===== config.mk =====
export PLATFORM = sky130hd
export DESIGN_NAME = reset_sequencer
export DESIGN_NICKNAME = d
export VERILOG_FILES = /design/src/rtl/reset_sequencer.sv
export SDC_FILE = /design/constraint.sdc
export NUM_CORES = 1
export LEC_CHECK = 0
export CORE_AREA = 2 2 63 59
export CTS_BUF_LIST = sky130_fd_sc_hd__clkbuf_8 sky130_fd_sc_hd__clkbuf_16
export CTS_CLUSTER_DIAMETER = 50
export DETAILED_ROUTE_END_ITERATION = 6
export DIE_AREA = 0 0 65 61
export GPL_TIMING_DRIVEN = 0
export PLACE_DENSITY = 0.81
export SYNTH_ARGS = -nofsm -noshare
export SYNTH_HDL_FRONTEND = slang
export SYNTH_SLANG_ARGS = --single-unit
export TNS_END_PERCENT = 30

===== constraint.sdc =====
create_clock -name clk -period 1.6 [get_ports clk]
set_input_delay 0.32 -clock clk [delete_from_list [all_inputs] [get_ports clk]]
set_output_delay 0.32 -clock clk [all_outputs]
set_load 0.05 [all_outputs]

===== src/rtl/reset_sequencer.sv =====
// rtl/reset_sequencer.sv - staged board-level reset manager with sticky reset cause
//
// Purpose:
//   Sits between the PLL and the SoC/device slaves. It synchronises the
//   external reset and the PLL lock indication, then qualifies lock for
//   LOCK_STABLE_CYCLES. After that it releases N_DOMAINS resets one at a time
//   in index order. Lock loss, a software request or a watchdog timeout put
//   every domain back into reset for SW_RST_HOLD cycles. After the hold, lock
//   is qualified again before the next release. cause_o records what caused
//   the last reset(s) until software clears it.
//
// Optional feature:
//   RSTSEQ_WDT_EN - when defined, adds a watchdog that counts RUN cycles
//   between kicks and forces a reset after WDT_TIMEOUT cycles.
//
// Ports:
//   clk             in   single clock (PLL output)
//   rstn            in   asynchronous active-low reset
//   pll_locked_i    in   PLL lock, asynchronous to clk
//   sw_reset_req_i  in   1-cycle software full-reset request
//   wdt_kick_i      in   1-cycle watchdog kick (ignored without RSTSEQ_WDT_EN)
//   cause_clr_i     in   1-cycle pulse clearing cause_o
//   domain_rstn_o   out  per-domain active-low resets, bit k released k-th
//   all_released_o  out  high only in RUN
//   cause_o         out  sticky cause {wdt, sw, lock_loss, ext}

module reset_sequencer #(
  parameter int SYNC_STAGES        = 3,
  parameter int N_DOMAINS          = 2,
  parameter int LOCK_STABLE_CYCLES = 256,
  parameter int STAGE_DELAY        = 16,
  parameter int SW_RST_HOLD        = 64,
  parameter int WDT_TIMEOUT        = 2**20
) (
  input  logic                 clk,
  input  logic                 rstn,
  input  logic                 pll_locked_i,
  input  logic                 sw_reset_req_i,
  input  logic                 wdt_kick_i,
  input  logic                 cause_clr_i,
  output logic [N_DOMAINS-1:0] domain_rstn_o,
  output logic                 all_released_o,
  output logic [3:0]           cause_o
);

  localparam int LW = $clog2(LOCK_STABLE_CYCLES + 1);
  localparam int RW = $clog2(N_DOMAINS * STAGE_DELAY + 1);
  localparam int HW = $clog2(SW_RST_HOLD + 1);

  localparam logic [LW-1:0] LOCK_LAST = LW'(LOCK_STABLE_CYCLES - 1);
  localparam logic [RW-1:0] REL_LAST  = RW'(N_DOMAINS * STAGE_DELAY);
  localparam logic [HW-1:0] HOLD_LAST = HW'(SW_RST_HOLD - 1);

  typedef enum logic [2:0] {
    S_RESET,
    S_WAIT_LOCK,
    S_RELEASE,
    S_RUN,
    S_HOLD
  } state_t;

  logic [SYNC_STAGES-1:0] r_rst_sync;
  logic [SYNC_STAGES-1:0] r_lock_sync;
  state_t                 r_state;
  logic [LW-1:0]          r_lock_cnt;
  logic [RW-1:0]          r_rel_cnt;
  logic [HW-1:0]          r_hold_cnt;
  logic [N_DOMAINS-1:0]   r_dom_rstn;
  logic                   r_all_rel;
  logic [3:0]             r_cause;

  logic                   w_rst_done;
  logic                   w_locked_s;
  state_t                 w_state_nxt;
  logic [LW-1:0]          w_lock_cnt_nxt;
  logic [RW-1:0]          w_rel_cnt_nxt;
  logic [RW-1:0]          w_rel_inc;
  logic [HW-1:0]          w_hold_cnt_nxt;
  logic [N_DOMAINS-1:0]   w_dom_nxt;
  logic                   w_all_nxt;
  logic [3:0]             w_cause_nxt;
  logic [3:0]             w_cause_set;
  logic                   w_ev_lock;
  logic                   w_ev_sw;
  logic                   w_ev_wdt;
  logic                   w_active;
  logic                   w_enter_hold;

  // Both chains clear on rstn, so locked_s is also forced low during reset.
  always_ff @(posedge clk or negedge rstn) begin
    if (!rstn) begin
      r_rst_sync  <= '0;
      r_lock_sync <= '0;
    end else begin
      r_rst_sync  <= {r_rst_sync[SYNC_STAGES-2:0], 1'b1};
      r_lock_sync <= {r_lock_sync[SYNC_STAGES-2:0], pll_locked_i};
    end
  end

  assign w_rst_done = r_rst_sync[SYNC_STAGES-1];
  assign w_locked_s = r_lock_sync[SYNC_STAGES-1];
  assign w_rel_inc  = r_rel_cnt + RW'(1);

  // States that can be kicked into HOLD; HOLD itself only records new causes.
  assign w_active     = (r_state == S_WAIT_LOCK) || (r_state == S_RELEASE) || (r_state == S_RUN);
  assign w_ev_lock    = ((r_state == S_RELEASE) || (r_state == S_RUN)) && !w_locked_s;
  assign w_ev_sw      = sw_reset_req_i && (w_active || (r_state == S_HOLD));
  assign w_enter_hold = w_active && (w_ev_lock || w_ev_sw || w_ev_wdt);
  assign w_cause_set  = {w_ev_wdt, w_ev_sw, w_ev_lock, 1'b0};

`ifdef RSTSEQ_WDT_EN
  localparam int WW = $clog2(WDT_TIMEOUT + 1);
  localparam logic [WW-1:0] WDT_LAST = WW'(WDT_TIMEOUT - 1);

  logic [WW-1:0] r_wdt_cnt;

  // Expires on the edge where the count would reach WDT_TIMEOUT.
  assign w_ev_wdt = (r_state == S_RUN) && !wdt_kick_i && (r_wdt_cnt == WDT_LAST);

  always_ff @(posedge clk or negedge rstn) begin
    if (!rstn) begin
      r_wdt_cnt <= '0;
    end else if ((r_state == S_RUN) && (w_state_nxt == S_RUN) && !wdt_kick_i) begin
      r_wdt_cnt <= r_wdt_cnt + WW'(1);
    end else begin
      r_wdt_cnt <= '0;
    end
  end
`else
  logic w_unused_wdt;

  assign w_ev_wdt     = 1'b0;
  assign w_unused_wdt = &{1'b0, wdt_kick_i, (WDT_TIMEOUT > 0)};
`endif

  always_comb begin
    w_state_nxt    = r_state;
    w_lock_cnt_nxt = '0;
    w_rel_cnt_nxt  = '0;
    w_hold_cnt_nxt = '0;
    w_dom_nxt      = '0;
    w_all_nxt      = 1'b0;
    w_cause_nxt    = cause_clr_i ? w_cause_set : (r_cause | w_cause_set);

    case (r_state)
      S_RESET: begin
        if (w_rst_done) w_state_nxt = S_WAIT_LOCK;
      end
      S_WAIT_LOCK: begin
        if (w_enter_hold) begin
          w_state_nxt = S_HOLD;
        end else if (w_locked_s) begin
          if (r_lock_cnt == LOCK_LAST) w_state_nxt = S_RELEASE;
          else                         w_lock_cnt_nxt = r_lock_cnt + LW'(1);
        end
      end
      S_RELEASE: begin
        if (w_enter_hold) begin
          w_state_nxt = S_HOLD;
        end else begin
          w_rel_cnt_nxt = w_rel_inc;
          // Domain k releases on the edge where the count reaches (k+1)*STAGE_DELAY.
          for (int k = 0; k < N_DOMAINS; k++) begin
            w_dom_nxt[k] = (w_rel_inc >= RW'((k + 1) * STAGE_DELAY));
          end
          if (w_rel_inc == REL_LAST) begin
            w_state_nxt   = S_RUN;
            w_rel_cnt_nxt = '0;
            w_all_nxt     = 1'b1;
          end
        end
      end
      S_RUN: begin
        if (w_enter_hold) begin
          w_state_nxt = S_HOLD;
        end else begin
          w_dom_nxt = '1;
          w_all_nxt = 1'b1;
        end
      end
      S_HOLD: begin
        if (r_hold_cnt == HOLD_LAST) w_state_nxt = S_WAIT_LOCK;
        else                         w_hold_cnt_nxt = r_hold_cnt + HW'(1);
      end
      default: begin
        w_state_nxt = S_RESET;
      end
    endcase
  end

  always_ff @(posedge clk or negedge rstn) begin
    if (!rstn) begin
      r_state    <= S_RESET;
      r_lock_cnt <= '0;
      r_rel_cnt  <= '0;
      r_hold_cnt <= '0;
      r_dom_rstn <= '0;
      r_all_rel  <= 1'b0;
      r_cause    <= 4'b0001;
    end else begin
      r_state    <= w_state_nxt;
      r_lock_cnt <= w_lock_cnt_nxt;
      r_rel_cnt  <= w_rel_cnt_nxt;
      r_hold_cnt <= w_hold_cnt_nxt;
      r_dom_rstn <= w_dom_nxt;
      r_all_rel  <= w_all_nxt;
      r_cause    <= w_cause_nxt;
    end
  end

  assign domain_rstn_o  = r_dom_rstn;
  assign all_released_o = r_all_rel;
  assign cause_o        = r_cause;

endmodule


Word-level counts from Yosys, hierarchy flattened:

Index checks and enable logic that the tools add are counted.

* flip-flop bits (word level): 38
* input bits: 6
* logic and storage cells: 65

* add/subtract/negate cells: 3
* order comparisons: 2
* equality and inequality tests: 13
* mux-type cells: 26
* bitwise logic cells: 1
* reductions and logical operators: 11

Operators by type and width (number)
* $mux 9: 4
* $mux 3: 8
* $mux 6: 3
* $pmux 3 s5: 1
* $mux 7: 2
* $add 9x1->9 const B: 1
* $eq 9x8->1 const B: 1
* $add 7x1->7 const B: 1
* $eq 7x6->1 const B: 1
* $add 6x1->6 const B: 1
* $eq 3x2->1 const B: 2
* $eq 6x6->1 const B: 1
* $ge 6x5->1 const B: 1
* $ge 6x6->1 const B: 1
* $ne 3x2->1 const B: 2
* $reduce_and 6->1: 1
* $logic_or 1x1->1: 5
* $mux 2: 2
* $mux 4: 1
* $ne 2x2->1 const B: 2
* $or 4x3->4: 1
* $pmux 2 s2: 1
* $eq 3x1->1 const B: 1
* $eq 3x3->1 const B: 1
* other kinds (7): 11

Depth between registers and ports, before layout:

* depth in word-level cells: 9
* depth in mapped cells: 5
* mapped depth without buffers: 5

Least setup slack after synthesis:

OpenSTA, ideal clock, no wires.

* kind: flip-flop to flip-flop
* from: reg r_state[1]
* to: reg r_state[0]
* library setup time: 0.128 ns
* data arrival time: 1.524 ns
* data required time: 1.472 ns
* setup slack: -0.052 ns
* cell stages (with the launch flop): 5
* cells stage by stage: dfrtp_1 -> buf_2 -> or4_4 -> o221ai_2 -> mux2_1

* word-level cells in the longest chain between the ends: 9

RTL lines
* start: declaration: RTL line 64 `state_t r_state;`
* start signal: assignment: RTL line 201 `r_state <= w_state_nxt;`
* $eq 3x1->1 / $eq 3x2->1 (equally long branches): RTL line 105, 145, 106
* $logic_or 1x1->1 (2 in a row): RTL line 105 `assign w_active = (r_state == S_WAIT_LOCK) || (r_state == S_RELEASE) || (r_state == S_RUN);`
* $logic_or 1x1->1: RTL line 107 `assign w_ev_sw = sw_reset_req_i && (w_active || (r_state == S_HOLD));`
* $logic_and 1x1->1: RTL line 107
* $logic_or 1x1->1: RTL line 108 `assign w_enter_hold = w_active && (w_ev_lock || w_ev_sw || w_ev_wdt);`
* $logic_and 1x1->1: RTL line 108
* $ne 3x2->1 (no line), or another cell as far along
* $reduce_and 6->1 (no line) / $pmux 3 s5 (equally long branches)

Parallel ways exist; a longest one is shown, timed or not.
A chain may end at the register's enable or synchronous reset.

Final worst setup path:

Same ends and word-level chain as after synthesis.

==> impl_summary.md <==
Critical path
The data required time at the worst endpoint is between 1500 and 2000 ps. The worst setup path is captured at a flop. The type of the setup path with the least slack is reg -> reg. The critical path goes through buf_6 > or4_4 > o221ai_4 > mux2_4.

For this run, the slowest stage of the critical path takes about 530 ps. The slowest library cell on the worst path is sky130_fd_sc_hd__or4_4. The critical path launch point type is a flop. The critical path arrival is 1870 ps.

The peak fanout along the critical path is 4.

Timing
Once routing completed, OpenROAD measured the worst setup slack at -95.5 ps. The time the final worst path needs with I/O delays and setup is 1700 ps. The worst pin sits at a relative slew slack of 0.471. Setup repair after global routing could not meet its margin everywhere.

The maximum clock frequency is 590 MHz. The setup skew after layout is roughly 16 ps. The final number of hold-violating endpoints is 0. The final cycle utilization of the critical path is 1.06. The max-slew violation count is 0. Setup violations remaining at the end of the flow were counted as 1. Across all hold checks on the routed design, the worst slack comes to 104 ps. The transition at the pin with the smallest max-transition slack is 794 ps.

Final layout
The number of nets in the final layout is 177. Counting the fill cells in the layout gives 265. The sequential cell area is a little over 900 um^2. The total area of multi-input combinational cells is 678 um^2. 0 antenna diodes ended up in the layout. In the final layout, the share of cells above drive strength 1 is 0.195. Compared with the post-synthesis result, the final layout area differs by 21.3%.

Logic synthesis
By count the netlist is led by sky130_fd_sc_hd__dfrtp_1 (36), sky130_fd_sc_hd__nor2_1 (21), sky130_fd_sc_hd__nand2_1 (11). The mean instance size in the synthesized netlist is 11.0 um^2. The sequential share of the synthesized area is 0.578. After synthesis the cells add up to 1600 um^2.

The flip-flop and latch count after synthesis is 37. For this run, the leading register cell type out of synthesis is sky130_fd_sc_hd__dfrtp_1. In this run, synthesis inferred 0 flip-flops with an integrated enable. Synthesis instantiated 40 different standard cells from the library. Ranked by total cell area, the synthesized netlist is headed by sky130_fd_sc_hd__dfrtp_1 (56%), sky130_fd_sc_hd__nor2_1 (4.9%), sky130_fd_sc_hd__xnor2_1 (3.8%). In the post-synthesis netlist, the cell with the most instances is sky130_fd_sc_hd__dfrtp_1. After synthesis, the share of flip-flops with an asynchronous set or reset is 1.00. The number of nets in the synthesized netlist is about 160. For this run, the number of Yosys warnings is 0. The top cell type's share of synthesized area is 0.562. Synthesis produced a netlist whose cell count is 146.

The biggest area contributor in the post-synthesis netlist is sky130_fd_sc_hd__dfrtp_1.

Global route
The via count of the first global-routing pass came to between 1000 and 1500. The global-route wire length before repair is 5.15 mm. For met2 alone, demand over resource in global routing was 0.312. The overall fraction of global-route tracks in use is 0.180. The global route total overflow is 0. Entering global routing, the biggest net connects 38 pins. For this run, global-route usage on met3 was measured as 0.0705. The peak-usage layer in the global routing report is met2. The initial antenna violation count was 0. For this run, global-route usage on met1 was measured as 0.201.

Power and ir drop
Power comes to around 1.6 mW. The internal power is 1.30 mW. The worst-case vdd ir drop is 0.667 mV. The share of total power dissipated in the clock network is 0.391. The share of total power dissipated in combinational logic is 0.031. The power dissipated by switching net loads is 0.347 mW. The power density over the cells is 845 nW/um^2. The leakage power total is 0.842 nW.

Of the total power, registers draw 0.577. The switching share of total power is 0.211.

Placement
After legalization and detailed placement, the total HPWL measured 1.88 mm. The number of port buffers is 10. The placer's final routability congestion estimate is just under 0.8.

Detailed routing
The routed layout has about 1100 vias. The routed design has 2.91 mm of wire. The count of nets left with antenna violations once routing finished came out at 0.

The via density per instance is 5.10. The total iterations of the first detailed-routing run is 6. After detailed routing, the average wire length per cell comes to 13.6 um. In the routed design, unresolved DRC markers number 0. For this block, the initial DRC count from the detailed router was 53.

Clock tree
The count of hold buffers inserted by post-cts repair is 0. The clock-pin slew on the worst setup and hold paths is approximately 80 ps. In this run the number of H-tree levels came out at 2. The insertion delay of the later-clocked pin in the worst-skew pair is 300 ps. TritonCTS built the clock tree. The root buffer cell chosen for the clock tree is sky130_fd_sc_hd__clkbuf_8.

The number of buffers between clock root and the deepest sink is 2. Counting every sink on the clock net gives 37. Counting the buffers created by CTS gives 5.

Floorplan
The overall die area is 3970 um^2. The number of placed I/O pins is 13. The floorplan step set the die height to 61 um.

The x dimension of the die is 65 um. The starting density of the core is 0.489. The core area is 3280 um^2.

The floorplan has 20 rows.

Hold path
The class of the tightest hold or removal check is in -> async.

Status
The checks that failed: setup timing. The flow ran to the end, but the final reports show violations.

Job
The tool flagged a number of max-cap violations equal to 0.
==> routing by layer <==
layer / wire length (um) / part of all wire / vias up
met4: 51 / 0.018 / 0
met5: 0 / 0 / -
met3: 132 / 0.045 / 7
met2: 1490 / 0.51 / 18
li1: - / - / 531
met1: 1230 / 0.42 / 530
==> cells by family (layout without fill, tap and decap cells) <==
kind of cell               Yosys count  count (layout)  share of synthesized area
xor gates and xnor gates            13              13                     0.0710
AOI/OAI and AO/OA                   17              17                     0.0859
other                                2               2                    0.00469
and+or+nand+nor                     60              60                      0.187
buffers and inverters               12              35                     0.0359
DFF                                 37              37                      0.578
adders and majority gates            3               3                     0.0234
muxes                                2               2                     0.0133
==> flip-flops by register name, indices dropped and copies added (netlist names) <==
register        flops
r_lock_sync         3
domain_rstn_o       2
r_rel_cnt           6
cause_o             3
all_released_o      1
r_lock_cnt          9
r_rst_sync          3
r_hold_cnt          7
r_state             3
==> cell usage in the layout, fill, tap and decap left out, types with 3 or more instances in the layout <==
master and instances:
sky130_fd_sc_hd__o21ai_0 4, sky130_fd_sc_hd__and2_1 3, sky130_fd_sc_hd__clkbuf_8 6, sky130_fd_sc_hd__xor2_1 6, sky130_fd_sc_hd__xnor2_1 7, sky130_fd_sc_hd__dfrtp_1 35, sky130_fd_sc_hd__inv_1 10, sky130_fd_sc_hd__nor3_1 7
sky130_fd_sc_hd__nand3_1 7, sky130_fd_sc_hd__nor2_1 21, sky130_fd_sc_hd__dlygate4sd2_1 6, sky130_fd_sc_hd__buf_4 6, sky130_fd_sc_hd__a21oi_1 4, sky130_fd_sc_hd__nand2_1 11
==> power by group through the flow <==
stage / Clock, mW / Sequential [mW] / Combinational (mW)
final: 0.643 / 0.948 / 0.0514
after global routing: 0.714 / 0.949 / 0.0578
after CTS: 0.666 / 0.948 / 0.0516
after detailed placement: 0 / 0.966 / 0.0523
after global placement: 0 / 0.966 / 0.0517
after floorplan: 0 / 0.971 / 0.0126
==> metrics by stage <==
| step | instance area (um^2) | setup TNS, ps | util | setup slack (ps) | std cells |
|---|---|---|---|---|---|
| final | 1940 | -95.5 | 0.593 | -95.5 | 213 |
| after global routing | 1940 | -196 | 0.593 | -137 | 213 |
| after CTS | 1930 | -69.5 | 0.589 | -65.6 | 213 |
| after detailed placement | 1760 | -4880 | 0.537 | -507 | 200 |
| after global placement | 1770 | -21360 | 0.539 | -472 | 200 |
| after floorplan | 1610 | -47.9 | - | -47.9 | 146 |
==> critical path, delay by kind of cell (launching register included) <==
kind	cells	cell delay, ps
and+or+nand+nor	1	530
DFF	1	390
muxes	1	320
AOI/OAI and AO/OA	1	200
buffers and inverters	1	130
==> worst paths after layout <==
path / startpoint / end / slack, ps / cells after the start
max in group asynchronous: rstn / r_state[2] / 950 / 1
min in group clk: r_lock_sync[1] / r_lock_sync[2] / 340 / 0
max reg2reg: r_state[1] / r_state[0] / -100 / 4
min: rstn / domain_rstn_o[0] / 100 / 1
min reg2reg: r_lock_sync[1] / r_lock_sync[2] / 340 / 0
max: r_state[1] / r_state[0] / -100 / 4
==> timing repair <==
action / CTS / global route
gates cloned: 0 / 0
resized for setup: 18 / 2
setup endpoints to repair: 15 / 13
pin swaps: 4 / 1
setup buffers: 5 / 0
==> area by class of cell <==
| class | count | share of cell area |
|---|---|---|
| flip-flops and latches | 37 | 0.477 |
| multi-input cells | 97 | 0.349 |
| repair buffers | 15 | 0.0650 |
| clock buffers | 6 | 0.0425 |
| well taps | 44 | 0.0283 |
| inverters | 9 | 0.0187 |
| plain buffers | 3 | 0.0154 |
| clock inverters | 2 | 0.00386 |
No activity file was read; power rests on OpenSTA's default activity.
